### src/rtl/noc_pkg.sv
// Shared NoC definitions: flit type encoding, type-field location, the
// end-of-packet test and the output-port arbiter state encoding.
package noc_pkg;

  // Flit type carried in the two most significant bits of every flit.
  typedef enum logic [1:0] {
    FLIT_BODY   = 2'b00,
    FLIT_HEAD   = 2'b01,
    FLIT_TAIL   = 2'b10,
    FLIT_SINGLE = 2'b11
  } flit_type_e;

  // Type-field bit positions counted down from the flit's top bit, so the
  // field is flit[W-1-FLIT_TYPE_MSB : W-1-FLIT_TYPE_LSB] for any width W.
  localparam int FLIT_TYPE_MSB = 0;
  localparam int FLIT_TYPE_LSB = 1;

  // Output-port ownership state.
  typedef enum logic {
    IDLE   = 1'b0,
    LOCKED = 1'b1
  } arb_state_e;

  // True for the flit that closes a packet (TAIL or SINGLE).
  function automatic logic is_last(input logic [1:0] ftype);
    return (ftype == FLIT_TAIL) || (ftype == FLIT_SINGLE);
  endfunction

endpackage

### src/rtl/rr_arbiter.sv
// Combinational round-robin arbiter: grants the first requester found
// searching upward from ptr, wrapping modulo N (N need not be a power of two).
module rr_arbiter #(
  parameter int N = 5,
  localparam int PTR_W = (N > 1) ? $clog2(N) : 1
) (
  input  logic [N-1:0]     req,
  input  logic [PTR_W-1:0] ptr,
  output logic [N-1:0]     gnt
);

  // Scan N positions starting at ptr; the first asserted request wins.
  always_comb begin
    logic [PTR_W:0] idx;
    logic           found;
    gnt   = '0;
    found = 1'b0;
    idx   = '0;
    for (int k = 0; k < N; k++) begin
      idx = {1'b0, ptr} + (PTR_W + 1)'(k);
      if (idx >= (PTR_W + 1)'(N)) begin
        idx = idx - (PTR_W + 1)'(N);
      end
      if (!found && req[idx[PTR_W-1:0]]) begin
        gnt[idx[PTR_W-1:0]] = 1'b1;
        found               = 1'b1;
      end
    end
  end

endmodule

### src/rtl/output_port_arbiter.sv
// Wormhole output-port arbiter: round-robin packet arbitration, grant locked
// until the tail flit leaves, FIFO read sequencing (1-cycle read latency) and
// credit-based flow control toward the downstream buffer.
// Optional stall watchdog: define OUTPUT_PORT_ARBITER_WATCHDOG_EN to add the
// sticky stall_err output.
module output_port_arbiter
  import noc_pkg::*;
#(
  parameter int NUM_IN          = 5,
  parameter int DATA_WIDTH      = 18,
  parameter int CREDITS         = 64,
  parameter int WATCHDOG_CYCLES = 1024
) (
  input  logic                         clk,
  input  logic                         rst,
  input  logic [NUM_IN-1:0]            req,
  input  logic [NUM_IN-1:0]            fifo_empty,
  output logic [NUM_IN-1:0]            fifo_rd_en,
  input  logic [NUM_IN*DATA_WIDTH-1:0] fifo_rd_data,
  input  logic                         credit_in,
  output logic                         out_valid,
  output logic [DATA_WIDTH-1:0]        out_data,
  output logic [NUM_IN-1:0]            grant,
  output logic                         busy
`ifdef OUTPUT_PORT_ARBITER_WATCHDOG_EN
  ,
  output logic                         stall_err
`endif
);

  localparam int PTR_W  = (NUM_IN > 1) ? $clog2(NUM_IN) : 1;
  localparam int CRED_W = $clog2(CREDITS + 1);

  arb_state_e          state_reg, state_next;
  logic [NUM_IN-1:0]   grant_reg, grant_next;
  logic [PTR_W-1:0]    rr_ptr_reg, rr_ptr_next;
  logic                rd_pending_reg;
  logic [CRED_W-1:0]   credits_reg, credits_next;

  logic [NUM_IN-1:0]   arb_gnt;
  logic [PTR_W-1:0]    grant_idx;
  logic [DATA_WIDTH-1:0] data_slice [NUM_IN];
  logic [DATA_WIDTH-1:0] data_mux;
  logic                out_last;
  logic                release_pkt;
  logic                grant_empty;
  logic                can_read;
  logic                rd_any;

  rr_arbiter #(.N(NUM_IN)) u_rr_arbiter (
    .req (req),
    .ptr (rr_ptr_reg),
    .gnt (arb_gnt)
  );

  // Zero every FIFO slice except the granted one so the OR below is a mux.
  genvar gi;
  generate
    for (gi = 0; gi < NUM_IN; gi++) begin : g_slice
      assign data_slice[gi] = grant_reg[gi] ? fifo_rd_data[gi*DATA_WIDTH +: DATA_WIDTH] : '0;
    end
  endgenerate

  // Combine the masked slices; yields zero when nothing is granted.
  always_comb begin
    data_mux = '0;
    for (int k = 0; k < NUM_IN; k++) begin
      data_mux = data_mux | data_slice[k];
    end
  end

  // Binary index of the current owner, used for the pointer update.
  always_comb begin
    grant_idx = '0;
    for (int k = 0; k < NUM_IN; k++) begin
      if (grant_reg[k]) begin
        grant_idx = PTR_W'(k);
      end
    end
  end

  assign out_data    = data_mux;
  assign out_valid   = rd_pending_reg;
  assign grant       = grant_reg;
  assign busy        = (state_reg == LOCKED);
  assign out_last    = is_last(data_mux[DATA_WIDTH-1-FLIT_TYPE_MSB : DATA_WIDTH-1-FLIT_TYPE_LSB]);
  assign release_pkt = (state_reg == LOCKED) && rd_pending_reg && out_last;
  assign grant_empty = |(fifo_empty & grant_reg);

  // Read the owner's FIFO while data and credit exist, never past a tail in flight.
  assign can_read   = (state_reg == LOCKED) && !grant_empty && (credits_reg != '0) &&
                      (!rd_pending_reg || !out_last);
  assign fifo_rd_en = can_read ? grant_reg : '0;
  assign rd_any     = |fifo_rd_en;

  // Next-state logic: arbitrate in IDLE, hold the grant until the tail leaves.
  always_comb begin
    state_next  = state_reg;
    grant_next  = grant_reg;
    rr_ptr_next = rr_ptr_reg;
    case (state_reg)
      IDLE: begin
        if (|req) begin
          state_next = LOCKED;
          grant_next = arb_gnt;
        end
      end
      LOCKED: begin
        if (release_pkt) begin
          state_next  = IDLE;
          grant_next  = '0;
          rr_ptr_next = (grant_idx == PTR_W'(NUM_IN - 1)) ? '0 : grant_idx + 1'b1;
        end
      end
      default: begin
        state_next = IDLE;
        grant_next = '0;
      end
    endcase
  end

  // Credit bookkeeping: a read consumes, a returned credit refunds, saturating at full.
  always_comb begin
    credits_next = credits_reg;
    case ({rd_any, credit_in})
      2'b10:   credits_next = credits_reg - 1'b1;
      2'b01:   if (credits_reg != CRED_W'(CREDITS)) credits_next = credits_reg + 1'b1;
      default: credits_next = credits_reg;
    endcase
  end

  // State, ownership, pointer, read-tracking and credit registers.
  always_ff @(posedge clk or posedge rst) begin
    if (rst) begin
      state_reg      <= IDLE;
      grant_reg      <= '0;
      rr_ptr_reg     <= '0;
      rd_pending_reg <= 1'b0;
      credits_reg    <= CRED_W'(CREDITS);
    end else begin
      state_reg      <= state_next;
      grant_reg      <= grant_next;
      rr_ptr_reg     <= rr_ptr_next;
      rd_pending_reg <= rd_any;
      credits_reg    <= credits_next;
    end
  end

`ifdef OUTPUT_PORT_ARBITER_WATCHDOG_EN
  localparam int WD_W = $clog2(WATCHDOG_CYCLES + 1);

  logic [WD_W-1:0] wd_cnt_reg;
  logic            stall_err_reg;
  logic            wd_stalled;

  assign wd_stalled = (state_reg == LOCKED) && !rd_pending_reg;
  assign stall_err  = stall_err_reg;

  // Count consecutive locked cycles with no output; flag sticky once the limit is hit.
  always_ff @(posedge clk or posedge rst) begin
    if (rst) begin
      wd_cnt_reg    <= '0;
      stall_err_reg <= 1'b0;
    end else begin
      if (wd_stalled) begin
        if (wd_cnt_reg != WD_W'(WATCHDOG_CYCLES)) begin
          wd_cnt_reg <= wd_cnt_reg + 1'b1;
        end
        if (wd_cnt_reg == WD_W'(WATCHDOG_CYCLES - 1)) begin
          stall_err_reg <= 1'b1;
        end
      end else begin
        wd_cnt_reg <= '0;
      end
    end
  end
`endif

endmodule

### config.mk
export PLATFORM = sky130hd
export DESIGN_NAME = output_port_arbiter
export DESIGN_NICKNAME = d
export VERILOG_FILES = /design/src/rtl/noc_pkg.sv /design/src/rtl/rr_arbiter.sv /design/src/rtl/output_port_arbiter.sv
export SDC_FILE = /design/constraint.sdc
export NUM_CORES = 1
export LEC_CHECK = 0
export ABC_AREA = 1
export CAP_MARGIN = 10
export CELL_PAD_IN_SITES_DETAIL_PLACEMENT = 0
export CELL_PAD_IN_SITES_GLOBAL_PLACEMENT = 2
export CORE_ASPECT_RATIO = 1.75
export CORE_MARGIN = 2
export CORE_UTILIZATION = 21
export CTS_BUF_LIST = sky130_fd_sc_hd__clkbuf_4
export CTS_CLUSTER_DIAMETER = 50
export DETAILED_ROUTE_END_ITERATION = 12
export GPL_TIMING_DRIVEN = 1
export HOLD_SLACK_MARGIN = 0.02
export PLACE_DENSITY_LB_ADDON = 0.12
export SYNTH_ARGS = -nofsm -noshare
export SYNTH_HDL_FRONTEND = slang
export SYNTH_SLANG_ARGS = --single-unit
### constraint.sdc
create_clock -name clk -period 4.16 [get_ports clk]
set_clock_uncertainty 0.05 [all_clocks]
set_input_delay 0.624 -clock clk [delete_from_list [all_inputs] [get_ports clk]]
set_output_delay 0.624 -clock clk [all_outputs]
set_load 0.005 [all_outputs]
* Yosys cells after proc, flatten, opt, wreduce, memory -nomap -nowiden
Index checks and enable logic that the tools add are counted.
Word-level totals: register bits 17, input port bits 103, output and inout bits 30, logic and storage cells 135
Cells by class: $add $sub $neg 12, $lt $le $gt $ge 15, equality and inequality tests 9, mux-type cells 53, bitwise logic cells 10, reduce and logical (&&, ||, !) cells 31
Operators with widths (number):
- $mux 18 | 5
- $or 18x18->18 | 4
- $mux 5 | 8
- $mux 3 | 9
- $lt 3x4->1 const B | 5
- $or 5x5->5 | 4
- $mux 1 | 17
- $ge 4x3->1 const B | 4
- $bmux 1 s3 | 5
- $demux 1 s3 | 5
- $ge 3x1->1 const B | 5
- $reduce_or 5->1 | 3
- $sub 3x3->3 const B | 5
- $logic_and 1x1->1 | 14
- $pmux 7 s2 | 1
- $pmux 5 s2 | 1
- $add 3x2->4 const B | 2
- $add 7x1->7 const B | 1
- $logic_not 1->1 | 7
- $mux 7 | 1
- $ne 7x7->1 const B | 1
- $reduce_bool 7->1 | 1
- $sub 7x1->7 const B | 1
- $eq 2x2->1 const B | 3
- 14 further kinds | 18

* Longest topological paths before layout
Gate-level depths: netlist of run 1.
depth in word-level cells 19, mapped depth 21, depth with buffers taken out 21

* Cells and area by module
A second synthesis of run 1 with hierarchy kept.
Second synthesis, totals: cell total of the unflattened synthesis 502, area total of the unflattened synthesis 2957.8 µm²
By module, submodules not included:
- output_port_arbiter | instances 1, cells an instance 256, area an instance 1662.8 µm², sequential area each 426.7 µm²
- rr_arbiter | instances 1, cells an instance 246, area an instance 1295.0 µm², sequential area each 0.0 µm²

* Least setup slack after synthesis of run 1
Ideal clock, no wire load.
path kind input to register, start input fifo_rd_data[53], end register credits_reg[6], library setup time 0.081 ns, arrival time 2.541 ns, required time 4.029 ns, setup slack 1.489 ns, cell stages on the path 18, path buffers 0, cell sequence nand2_1 -> nand2_1 -> a21oi_1 -> nand3_1 -> nand2_1 -> and2_1 -> nand2_1 -> nand2_1 -> ha_1 -> a21oi_1 -> nand2_1 -> nand2_1 -> nand2_1 -> a21oi_1 -> inv_1 -> nand2_1 -> nand3_1 -> xor2_1
On the way: word-level cells in the longest chain between the ends 14, elaborated cells on any way between the ends 18, those cells by class 5 x eq/ne; 3 x mux; 3 x bitwise; 7 x reduce/logical
Ends and longest elaborated chain:
- from (decl) | RTL line output_port_arbiter.sv:19 | input logic [NUM_IN*DATA_WIDTH-1:0] fifo_rd_data,
- $mux 18 * | RTL line output_port_arbiter.sv:60 | assign data_slice[gi] = grant_reg[gi] ? fifo_rd_data[gi*DATA_WIDTH +: DATA_WIDTH] : '0;
- $or 18x18->18 * (3 in series) | RTL line output_port_arbiter.sv:68 | data_mux = data_mux | data_slice[k];
- named net out_data[17] | RTL line output_port_arbiter.sv:22 | output logic [DATA_WIDTH-1:0] out_data,
- $eq 2x2->1 | RTL line noc_pkg.sv:26 | return (ftype == FLIT_TAIL) || (ftype == FLIT_SINGLE);
- $logic_or 1x1->1 * | RTL line noc_pkg.sv:26
- $logic_not 1->1 * | RTL line output_port_arbiter.sv:92 | (!rd_pending_reg || !out_last);
- $logic_or 1x1->1 * | RTL line output_port_arbiter.sv:92
- $logic_and 1x1->1 * | RTL line output_port_arbiter.sv:91 | assign can_read = (state_reg == LOCKED) && !grant_empty && (credits_reg != '0) &&
- $mux 5 * | RTL line output_port_arbiter.sv:93 | assign fifo_rd_en = can_read ? grant_reg : '0;
- $reduce_or 5->1 * | RTL line output_port_arbiter.sv:94 | assign rd_any = |fifo_rd_en;
- $eq 2x1->1 or $eq 2x2->1 (tied branches) | RTL line output_port_arbiter.sv:125 | case ({rd_any, credit_in})
- $ne 2x2->1 (no line) or $reduce_bool 2->1 (tied branches)
- $reduce_and 2->1 (no line)
- to (signal assigned) | RTL line output_port_arbiter.sv:139 | credits_reg <= CRED_W'(CREDITS);
- to (signal assigned) | RTL line output_port_arbiter.sv:145 | credits_reg <= credits_next;
- to (decl) | RTL line output_port_arbiter.sv:38 | logic [CRED_W-1:0] credits_reg, credits_next;
The timed path passes the listed nets; every way through them passes the cells marked *. A chain may end at the register's enable or synchronous reset.

* Worst setup path in the final report of run 1
start input fifo_rd_data[53], end register credits_reg[5]
On the way: word-level cells in the longest chain between the ends 14, elaborated cells on any way between the ends 18, those cells by class 5 x eq/ne; 3 x mux; 3 x bitwise; 7 x reduce/logical
Ends and longest elaborated chain (RTL line):
- $mux 18 * | output_port_arbiter.sv:60
- $or 18x18->18 * (3 in series) | output_port_arbiter.sv:68
- $eq 2x2->1 | noc_pkg.sv:26
- $logic_or 1x1->1 * | noc_pkg.sv:26
- $logic_not 1->1 * | output_port_arbiter.sv:92
- $logic_or 1x1->1 * | output_port_arbiter.sv:92
- $logic_and 1x1->1 * | output_port_arbiter.sv:91
- $mux 5 * | output_port_arbiter.sv:93
- $reduce_or 5->1 * | output_port_arbiter.sv:94
- $eq 2x1->1 or $eq 2x2->1 (tied branches) | output_port_arbiter.sv:125
- $ne 2x2->1 (no line) or $reduce_bool 2->1 (tied branches)
- $reduce_and 2->1 (no line)
Mark *: on every way between the ends. The rest lies on a longest branch, timed or not.

==> impl_metrics.json, run 1 <==
{
  "holdCritPathClass": "reg2reg",
  "drcViolationCount": 0,
  "drtIter0Drc": 89,
  "synth_edf_count": 0,
  "crit_cells": 18,
  "intPower_uw": 605.1,
  "path_cells": "clkdlybuf4s50_1 -> nand2_1 -> nand2_1 -> a21oi_1 -> nand3_1 -> nand2_1 -> and2_1 -> nand2_1 -> nand2_1 -> ha_1 -> nand3_1 -> and2_1 -> inv_1 -> a21oi_1 -> o21ai_0 -> xor2_1 -> nand2_1 -> o21ai_0",
  "synthToLayoutAreaGrowth_pct": 57.14,
  "initial_core_util_pct": 21.28,
  "dpl.hpwl_mm": 9.934,
  "reg2reg_slack_ns": 1.04,
  "clock-sinks": 17,
  "portBuffers": 132,
  "wl_per_cell_um": 14.76,
  "post_synth.cell_area_avg_um2": 5.559,
  "netSwitchingPower_uw": 598.8,
  "synth_cells": 490,
  "synth-seq-cells": 17,
  "cp_max_fo": 8,
  "cp_slowest_cell": "clkdlybuf4s50_1",
  "async_flop_share_pct": 100.0,
  "drive_gt1_share_pct": 6.624,
  "seqPwrFrac_pct": 20.7,
  "fmax_mhz": 313.2,
  "critical_path_class": "in2reg",
  "boundaryPins": 133,
  "status": "completed",
  "p_sw_share_pct": 49.74,
  "crit_family": "simple AND/OR/NAND/NOR gates",
  "place_ws_ns": 0.6340,
  "worstReg2RegStart": "rr_ptr_reg[1]",
  "crit_top_cell": "nand2_1",
  "cp-startpoint": "fifo_rd_data[53]",
  "firstDrtPassIters": 4,
  "grt_max_degree": 23,
  "fin_util_pct": 33.44,
  "holdBufCountCts": 0,
  "min_period_over_period_pct": 76.76,
  "clkPwrFrac_pct": 8.3,
  "path_buf_inv": 2,
  "grt.overflow.total": 0,
  "worstMarginPinSlew_ns": 0.7423,
  "cap_violations": 0,
  "r2r_cells": 14,
  "max_slew_margin_pct": 50.18,
  "worstPathRequired_ns": 4.33,
  "synth_ff_type": "dfrtp_1",
  "die_h_um": 154.7,
  "die_w_um": 90.09,
  "synth_warnings": 0,
  "die_area_mm2": 0.01393,
  "comb_power_share_pct": 71.0,
  "slew_violations": 0,
  "antenna_found_initial": 1,
  "post_cts_resize_count": 0,
  "powerDensity_mw_per_mm2": 281.3,
  "vias": 3525,
  "largest_reg_flops": 7,
  "cp-end-kind": "flop",
  "clockBufferDepth": 2,
  "post_cts_buffers": 0,
  "ant_nets": 0,
  "synth.distinct_cells": 33,
  "nets": 740,
  "synth.yosys.seq_area_share_pct": 15.66,
  "rows": 55,
  "routabilityCongestion": 0.8388,
  "layout_min_cycle_time_ns": 3.193,
  "syn_nets": 610,
  "cp_data_arrival_time_ns": 3.36,
  "finalWorstSetupSlack_ns": 0.9668,
  "grt_pass1_vias": 3624,
  "grt_pass1_wl_mm": 18.40,
  "total_power_uw": 1204,
  "syn_area_mm2": 0.002724,
  "cellLeakagePower_uw": 0.002063,
  "drt_wl_total_mm": 11.68,
  "worstSetupEndpoint": "credits_reg[5]",
  "grt_setup_unrepaired": "false",
  "numCtsBuffers": 3,
  "cts_tree": "built",
  "clk_pin_slew_ns": 0.10,
  "track_usage_pct": 16.59,
  "dp_cells": 786,
  "h-tree-depth": 1,
  "vias_per_cell": 4.456,
  "cp-start-kind": "input port",
  "root_buffer": "clkbuf_4",
  "ir_drop_v": 0.0001139,
  "hold_viol": 0,
  "setup_viol": 0,
  "max_stage_delay_ns": 0.45,
  "clk-insertion-delay-late_ns": 0.29,
  "setup_tns_ns": 0,
  "regToRegEndpoint": "grant[2]",
  "core-area_mm2": 0.01280,
  "finalNonFillerCells": 791
}
-- cells in the mapped netlist (3+ instances only) --
cell type	instances	area (um2)
inv_1	43	161.4
buf_2	3	15.01
dfrtp_1	16	400.4
nand2_2	9	56.30
nor3_1	9	45.04
and2_1	3	18.77
ha_1	15	187.7
o21ai_1	11	55.05
inv_2	10	37.54
nand3_1	41	205.2
clkbuf_1	9	33.78
nand2_1	209	784.5
xor2_1	5	43.79
nor2_1	40	150.1
o21ai_0	12	60.06
a221oi_1	17	148.9
nand3_2	4	40.04
nor2_4	3	33.78
nand4_1	9	56.30
a21oi_1	8	40.04
-- worst min path at each step --
stage	from	end	slack, ns	cells after the start
after floorplan	credits_reg[6]	credits_reg[6]	0.43	2
after global placement	credits_reg[6]	credits_reg[6]	0.45	2
after detailed placement	credits_reg[6]	credits_reg[6]	0.45	2
after CTS	credits_reg[6]	credits_reg[6]	0.47	2
after global routing	credits_reg[6]	credits_reg[6]	0.50	2
final	credits_reg[6]	credits_reg[6]	0.47	2
-- per-layer routing --
metal | track usage [%] | part of all wire [%] | vias up
li1 | - | - | 1839
met1 | 16.12 | 36 | 1569
met2 | 35.52 | 57 | 107
met3 | 2.338 | 4.4 | 10
met4 | 3.810 | 1.7 | 0
met5 | 0 | 0 | -
-- worst register-to-register path, cell delays in order, from the launching register on --
cell and delay, ns:
dfrtp_1 0.56, inv_1 0.23, ha_1 0.26, ha_1 0.37, inv_1 0.14, a22oi_1 0.42, inv_1 0.15, nand2_1 0.11
nand2_2 0.14, nand3_1 0.17, nand2_1 0.06, nor2_1 0.14, nand3_1 0.10, nand2_1 0.07, nand2_1 0.05
-- logic make-up (layout without fill, tap and decap cells) --
group	after synthesis	in the layout	synth area share (%)
DFF	17	17	15.66
and+or+nand+nor	331	331	52.23
xor gates and xnor gates	6	6	1.929
buffers and inverters	68	197	9.784
other	0	1	0
adders and majority gates	17	17	8.360
AOI/OAI and AO/OA	51	51	12.04
-- cell type report --
class | instances | area [um2]
inverters | 54 | 202.7
clock buffers | 4 | 30.03
flip-flops and latches | 17 | 426.7
multi-input cells | 405 | 2031
fillers | 1477 | 8519
diodes | 1 | 2.502
repair buffers | 139 | 1374
well taps | 171 | 214.0
-- power groups by stage --
stage,clock network (uW),logic (uW),registers (uW)
2_1_floorplan,0,566,242
3_3_place_gp,0,856,256
3_5_place_dp,0,861,255
4_1_cts,104,865,250
5_1_grt,111,972,255
6_report,99.7,855,250
-- cell usage in the layout (no fill, tap or decap), types with 5 or more instances in the layout --
cell / instances
clkdlybuf4s50_1: 132
o21ai_1: 11
nand2_2: 9
dfrtp_1: 16
inv_2: 10
nor3_1: 9
a221oi_1: 17
nand2_1: 209
nand4_1: 9
xor2_1: 5
inv_1: 43
o21ai_0: 12
buf_4: 7
nand3_1: 41
ha_1: 15
a21oi_1: 8
nor2_1: 40
-- through the flow --
stage | area, um2 | hold slack (ns)
floorplan | 2724 | 0.4344
global route | 4280 | 0.5034
detailed placement | 4248 | 0.4526
finish | 4280 | 0.4667
CTS | 4278 | 0.4727
global placement | 4248 | 0.4484
No activity file was read; power rests on OpenSTA's default activity.
==> run 2: changes to the inputs <==
--- a/config.mk
+++ b/config.mk
@@ -11,7 +11,7 @@
 export CELL_PAD_IN_SITES_GLOBAL_PLACEMENT = 2
 export CORE_ASPECT_RATIO = 1.75
 export CORE_MARGIN = 2
-export CORE_UTILIZATION = 21
+export CORE_UTILIZATION = 18
 export CTS_BUF_LIST = sky130_fd_sc_hd__clkbuf_4
 export CTS_CLUSTER_DIAMETER = 50
 export DETAILED_ROUTE_END_ITERATION = 12
==> constraint.sdc (replaced) <==
create_clock -name clk -period 2.9 [get_ports clk]
set_clock_uncertainty 0.05 [all_clocks]
set_input_delay 0.435 -clock clk [delete_from_list [all_inputs] [get_ports clk]]
set_output_delay 0.435 -clock clk [all_outputs]
set_load 0.005 [all_outputs]
==> impl_metrics.json, run 2 (synthesized netlist as in run 1, its figures left out) <==
{
  "nets": 772,
  "cellLeakagePower_uw": 0.002226,
  "dpl.hpwl_mm": 10.86,
  "wl_met1_mm": 4.408,
  "hold_viol": 0,
  "wl_per_cell_um": 15.14,
  "grt_pass1_wl_mm": 19.58,
  "clock-sinks": 17,
  "firstDrtPassIters": 4,
  "worstMarginPinSlew_ns": 0.7026,
  "nFillCells": 1661,
  "crit_family": "buffers and inverters",
  "critical_path_class": "in2out",
  "boundaryPins": 133,
  "cp_max_fo": 5,
  "antenna_found_initial": 1,
  "finalNonFillerCells": 835,
  "fmax_mhz": 366.9,
  "worstPathRequired_ns": 2.41,
  "layout_min_cycle_time_ns": 2.725,
  "clockBufferDepth": 2,
  "numCtsBuffers": 3,
  "initial_core_util_pct": 18.36,
  "crit_cells": 10,
  "die_h_um": 166.7,
  "min_period_over_period_pct": 93.97,
  "cts_tree": "built",
  "cp_data_arrival_time_ns": 2.24,
  "grt.overflow.total": 0,
  "powerDensity_mw_per_mm2": 419.0,
  "grt_setup_unrepaired": "true",
  "path_buf_inv": 3,
  "rows": 59,
  "drive_gt1_share_pct": 13.06,
  "ant_nets": 0,
  "routabilityCongestion": 0.7921,
  "layout_commonest_cell": "nand2_1",
  "final_cell_mix": "nand2_1, clkdlybuf4s50_1, inv_1",
  "path_cells": "clkdlybuf4s50_1 -> nand2_1 -> nand2_1 -> a21oi_1 -> nand3_1 -> nand2_1 -> and2_1 -> inv_1 -> nor2_1 -> clkdlybuf4s50_1",
  "r2r_cells": 16,
  "dp_cells": 830,
  "core-area_mm2": 0.01484,
  "clk_pin_slew_ns": 0.12,
  "route.met2.wl_mm": 7.427,
  "slew_violations": 0,
  "drtIter0Drc": 59,
  "top_layer": "met4",
  "vias": 3661,
  "setup_viol": 0,
  "finalInstanceArea_mm2": 0.004583,
  "max_stage_delay_ns": 0.54,
  "die_area_mm2": 0.01617,
  "cap_violations": 0,
  "clk-insertion-delay-late_ns": 0.31,
  "h-tree-depth": 1,
  "drcViolationCount": 0,
  "drt_wl_total_mm": 12.64,
  "cp-end-kind": "output port",
  "largest_reg_flops": 7,
  "portBuffers": 132,
  "grt_pass1_vias": 3779,
  "die_w_um": 96.99,
  "vias_per_cell": 4.384,
  "track_usage_pct": 15.28,
  "root_buffer": "clkbuf_4",
  "place_area_mm2": 0.004503,
  "cp-start-kind": "input port",
  "crit_top_cell": "nand2_1",
  "ir_drop_v": 0.0001769,
  "synthToLayoutAreaGrowth_pct": 68.26,
  "max_slew_margin_pct": 53.11,
  "grt_max_degree": 20,
  "status": "completed",
  "cp_slowest_cell": "clkdlybuf4s50_1",
  "holdCritPathClass": "in2async",
  "wl_met3_um": 548
}
run 2: cell types whose count changed in the layout (fill, tap and decap cells not counted), sizes merged:
cell    change
buf        +32
clkbuf      -1
clkinv      +1
run 2: area by class of cell:
cell class | count | area (um2) | share of cell area, %
clock inverter | 1 | 5.005 | 0.1092
inverter | 54 | 202.7 | 4.423
sequential | 17 | 427.9 | 9.337
tap | 183 | 229.0 | 4.996
timing repair buffer | 171 | 1614 | 35.22
antenna | 1 | 2.502 | 0.05460
clock buffer | 3 | 22.52 | 0.4914
multi-input combinational | 405 | 2079 | 45.37
run 2: final timing paths:
check,start,endpoint,slack (ns)
setup / recovery,fifo_rd_data[53],fifo_rd_en[2],0.17
hold / removal,rst,credits_reg[3],0.47
setup reg to reg,credits_reg[0],credits_reg[5],0.24
hold reg to reg,credits_reg[6],credits_reg[6],0.48
max in group asynchronous,rst,rr_ptr_reg[2],1.85
min in group clk,credits_reg[6],credits_reg[6],0.48
run 2: power by group:
group	switching, uW	total, uW	internal (uW)	leakage, uW
Sequential	46.8	348	301	0.000201
Clock	91.8	143	51.6	0.0000177
Combinational	801	1430	629	0.00201
Total	939	1920	981	0.00223
run 2: routing by layer:
metal / vias up / GRT usage, %
met5: - / 0
met2: 111 / 32.64
met3: 16 / 1.930
met1: 1630 / 14.51
li1: 1904 / -
met4: 0 / 4.470
run 2: per-stage QoR:
step,power [uW],hold slack (ns),TNS [ns],setup WS (ns),util [%]
after global placement,1744,0.4520,-0.3703,-0.2179,30.35
after CTS,1908,0.4710,0,0.01388,30.53
after floorplan,1160,0.3103,0,0.4147,-
final,1920,0.4669,0,0.1747,30.89
after global routing,2124,0.5010,-0.07004,-0.04520,30.89
after detailed placement,1756,0.4489,-0.5141,-0.2818,30.35
run 2: repair_timing:
item,in CTS,in global routing
hold buffers,0,0
setup buffers,0,0
resized for setup,0,14
setup endpoints to repair,0,7
hold endpoints to repair,0,0
